<file path="config.mk">
export PLATFORM = sky130hd
export DESIGN_NAME = lane_serializer4
export DESIGN_NICKNAME = d
export VERILOG_FILES = /design/src/rtl/lane_serializer4.sv
export SDC_FILE = /design/constraint.sdc
export NUM_CORES = 1
export LEC_CHECK = 0
export CAP_MARGIN = 20
export CORE_MARGIN = 10
export CORE_UTILIZATION = 32
export DETAILED_ROUTE_END_ITERATION = 6
export GPL_TIMING_DRIVEN = 0
export HOLD_SLACK_MARGIN = 0.08
export SLEW_MARGIN = 20
export SYNTH_ARGS = -nofsm -noshare
export SYNTH_HDL_FRONTEND = slang
export SYNTH_SLANG_ARGS = --single-unit
</file>
<file path="constraint.sdc">
create_clock -name clk -period 2.53 [get_ports clk]
set_input_delay 0.506 -clock clk [delete_from_list [all_inputs] [get_ports clk]]
set_output_delay 0.506 -clock clk [all_outputs]
set_load 0.1 [all_outputs]
</file>
<file path="src/rtl/lane_serializer4.sv">
// Serializes a 4-lane byte group from the recirculation demux onto one byte stream,
// lane 0 first, one lane per clock, with a ready handshake back upstream.
module lane_serializer4 #(
  parameter int WIDTH = 8
) (
  input  logic             clk,
  input  logic             reset,
  input  logic [WIDTH-1:0] data_in0,
  input  logic [WIDTH-1:0] data_in1,
  input  logic [WIDTH-1:0] data_in2,
  input  logic [WIDTH-1:0] data_in3,
  input  logic             valid_in,
  output logic             ready_out,
  output logic [WIDTH-1:0] data_out,
  output logic             valid_out,
  output logic [1:0]       lane_idx
);

  typedef enum logic {
    IDLE = 1'b0,
    SEND = 1'b1
  } state_t;

  state_t           state_reg;
  logic [1:0]       cnt_reg;
  logic [WIDTH-1:0] hold_reg [4];
  logic [WIDTH-1:0] lane_in  [4];
  logic [4*WIDTH-1:0] lanes_flat;
  logic             accept;

  logic [WIDTH-1:0] data_out_reg;
  logic             valid_out_reg;
  logic [1:0]       lane_idx_reg;

  assign lanes_flat = {data_in3, data_in2, data_in1, data_in0};

  generate
    for (genvar gi = 0; gi < 4; gi++) begin : g_lane
      assign lane_in[gi] = lanes_flat[gi*WIDTH +: WIDTH];
    end
  endgenerate

  // Ready while idle, or on the last lane of a group so the next group follows with no bubble.
  assign ready_out = !reset && ((state_reg == IDLE) || ((state_reg == SEND) && (cnt_reg == 2'd3)));
  assign accept    = valid_in && ready_out;

  always_ff @(posedge clk or posedge reset) begin
    if (reset) begin
      state_reg     <= IDLE;
      cnt_reg       <= 2'd0;
      data_out_reg  <= '0;
      valid_out_reg <= 1'b0;
      lane_idx_reg  <= 2'd0;
      for (int i = 0; i < 4; i++) begin
        hold_reg[i] <= '0;
      end
    end else begin
      case (state_reg)
        IDLE: begin
          data_out_reg  <= '0;
          valid_out_reg <= 1'b0;
          lane_idx_reg  <= 2'd0;
          if (accept) begin
            for (int i = 0; i < 4; i++) begin
              hold_reg[i] <= lane_in[i];
            end
            cnt_reg   <= 2'd0;
            state_reg <= SEND;
          end
        end
        SEND: begin
          data_out_reg  <= hold_reg[cnt_reg];
          lane_idx_reg  <= cnt_reg;
          valid_out_reg <= 1'b1;
          if (cnt_reg != 2'd3) begin
            cnt_reg <= cnt_reg + 2'd1;
          end else begin
            cnt_reg <= 2'd0;
            // Reloading here is safe: lane 3 is read from the old hold value this same edge.
            if (accept) begin
              for (int i = 0; i < 4; i++) begin
                hold_reg[i] <= lane_in[i];
              end
            end else begin
              state_reg <= IDLE;
            end
          end
        end
        default: begin
          state_reg <= IDLE;
          cnt_reg   <= 2'd0;
        end
      endcase
    end
  end

  assign data_out  = data_out_reg;
  assign valid_out = valid_out_reg;
  assign lane_idx  = lane_idx_reg;

endmodule

</file>
==> implementation parameters <==
Parameter                              Value

Logic synthesis
  Number of register bits inferred by synthesis ... 46
  Dominant cell type by area after synthesis ... dfrtp_1
  Fraction of registers with async set or reset after synthesis ... 1.00
  Proportion of netlist area held by the largest area contributor ... 0.612
  Commonest cells in the synthesized netlist ... dfrtp_1 (46), mux2_2 (30), mux2i_1 (16)
  Avg Inst Size Synth ... 15.2 um2
  Top-count cell post-synth ... dfrtp_1
  Number of instances in the synthesized netlist ... around 120
  Prevailing post-synth register cell ... dfrtp_1
  Proportion of synthesized chip area in sequential cells ... 0.612
  Nets in the synthesized netlist ... 160
  Yosys Warn Count ... 0
  Main area contributors after synthesis ... dfrtp_1 (61%), mux2_2 (18%), mux2i_1 (8.5%)
  Area of the mapped netlist ... 1880 um2
  Synth cell types ... 19
  EDFF count, synth ... 0

STA
  Slew at the pin closest to its max-slew limit ... 975 ps
  Final worst path period share ... 0.909
  Slack of the critical path ... between 200 and 250 ps
  Max-slew headroom at the worst pin ... 0.348
  Setup violation total in the final timing report ... 0
  Fmax ... 435 MHz
  Final max-slew violation count ... 0
  Final critical delay including setup and external delays ... roughly 2300 ps
  Setup repair after global routing missed its margin ... false
  Clock skew after layout ... between 7 and 8 ps
  Final Hold Violating Endpoints ... 0

Setup path
  Slowest cell on the critical path ... clkdlybuf4s50_1
  Highest net fanout along the worst path ... 1
  Cell chain of the critical path ... clkdlybuf4s50_1
  Type of the setup path with the least slack ... register to output port
  Kind of capture point of the worst setup path ... output port
  Worst Path Buf+Inv ... 1
  Startpoint type of the worst setup path ... register
  Crit-path leading delay family ... buffers and inverters
  Required @ worst endpoint ... approximately 2000 ps
  Data arrival time at the worst-slack endpoint ... ~1800 ps
  Largest stage delay, worst path ... 1140 ps

Worst hold path
  Worst min-delay path category ... register to register

Floorplan
  Horizontal die dimension ... 96.7 um
  Die Outline Area ... about 9300 um2
  Chip height ... between 90 and 100 um
  Effective utilization at floorplan ... 0.335
  Ports ... 47
  Core Footprint ... about 5600 um2
  Standard-cell rows ... 27

CTS
  Clock root cell ... clkbuf_8
  Inserted Clock Buffers ... 5
  Clock latency of the later-clocked register in the worst-skew pair ... 300 ps
  Number of hold buffers added after CTS ... 0
  Clock slew seen by the registers of the worst setup and hold paths ... ~80 ps
  Number of buffers added for setup after CTS ... 0
  CTS tree ... yes
  Count of instances resized after the clock tree is built ... 2
  Buffers from clock root to sink, at most ... 2
  Clock sink total ... 46
  CTS H-tree lvls ... 2

Flow run
  Count of max-cap constraint violations ... 0

Layout
  ANT cells ... 0
  Layout cell share with drive strength beyond 1 ... 0.274
  Nets ... about 210
  Max reg flops ... 32
  Utilization after layout ... 0.456
  Post-route non-filler standard cell count ... between 200 and 300
  Number of fillers in the final layout ... roughly 520
  Synth-to-layout area growth ... 35.9%

Drt
  Initial DRC Count ... 10
  Routed vias ... ~1.2k
  Total length of routed wires ... around 4.3 mm
  Routed wire per std cell ... about 17 um
  Mean number of vias per cell ... between 4 and 5
  Post-detailed-route count of antenna-violating nets ... 0
  DRC violation count after routing ... 0
  Number of detailed-routing iterations run before antenna repair ... 4

GRT
  Global-route congestion overflow total ... 0
  Most congested layer reported by global routing ... met2
  Met1 Usage GRT ... 0.110
  Aggregate global-route resource usage ... 0.0945
  Vias in the first global route ... ~1.4k
  Pin count of the biggest net entering global routing ... 32
  Antenna violations before repair ... 0
  Met2 Track Usage GR ... 0.157
  First-pass GRT wire length ... ~7.3 mm
  Routing usage on met3 ... 0.0256

Place
  Pre-CTS setup slack ... -284 ps
  Count of port buffers added during placement ... 46
  Half-perimeter wire length after detailed placement ... 3.14 mm
  Placed insts ... roughly 240
  RePlAce Congestion ... 0.751

Status
  Run status ... complete, no violations

Power and ir drop
  Peak supply drop ... between 0.6 and 0.7 mV
  Pwr dens ... around 1300 nW/um2
  Static leakage ... 1.09 nW
-- metal layers --
metal / vias up / part of all wire / wire (um)
li1: 544 / - / -
met1: 582 / 0.44 / 1890
met2: 30 / 0.50 / 2120
met3: 6 / 0.045 / 191
met4: 0 / 0.015 / 66
met5: - / 0 / 0
-- power breakdown --
part | total, mW | switching (mW) | internal, mW
Clock | 0.530 | 0.239 | 0.291
Sequential | 1.27 | 0.173 | 1.09
Combinational | 1.60 | 0.974 | 0.629
-- cell families after synthesis --
logic type	Yosys count	share of synthesized area
simple gates	11	0.0432
buf+inv	8	0.0293
mux	48	0.277
flops	46	0.612
compound gates	10	0.0319
fa+ha+maj	1	0.00665
-- cell usage in the layout, fill, tap and decap left out, drive strengths merged, types with 2 or more instances in the layout --
master,n
nand2b,4
inv,2
clkdlybuf4s50,45
mux2i,16
nand2,2
clkbuf,6
o22ai,8
buf,7
mux2,32
dfrtp,46
clkinv,2
-- area by class of cell --
| class | instances | area (um2) | area share |
|---|---|---|---|
| Tap cell | 72 | 90.1 | 0.0353 |
| Buffer | 6 | 47.5 | 0.0186 |
| Multi-Input combinational cell | 70 | 674 | 0.264 |
| Clock inverter | 3 | 40.0 | 0.0157 |
| Inverter | 2 | 7.51 | 0.00294 |
| Timing Repair Buffer | 47 | 475 | 0.186 |
| Clock buffer | 5 | 68.8 | 0.0269 |
| Sequential cell | 46 | 1150 | 0.451 |
-- through the flow --
stage | cell area, um2 | hold WS (ps) | TNS [ps] | power (mW)
after detailed placement | 2450 | 490 | -284 | 2.92
after floorplan | 1880 | 449 | 0 | 2.49
after CTS | 2560 | 514 | 0 | 3.45
final | 2550 | 510 | 0 | 3.40
after global routing | 2550 | 533 | 0 | 3.62
after global placement | 2430 | 468 | -220 | 2.86
-- path summary, 6_finish.rpt --
| path | from | end | slack [ps] | depth (start not counted) |
|---|---|---|---|---|
| hold reg to reg | hold_reg[22] | hold_reg[22] | 510 | 1 |
| min in group asynchronous | reset | hold_reg[15] | 620 | 2 |
| setup / recovery | data_out[1] | data_out[1] | 230 | 1 |
| max in group asynchronous | reset | hold_reg[29] | 1430 | 3 |
| hold / removal | hold_reg[22] | hold_reg[22] | 510 | 1 |
| setup reg to reg | cnt_reg[0] | hold_reg[3] | 720 | 5 |
Note: power is estimated with default switching activity, not from simulation.
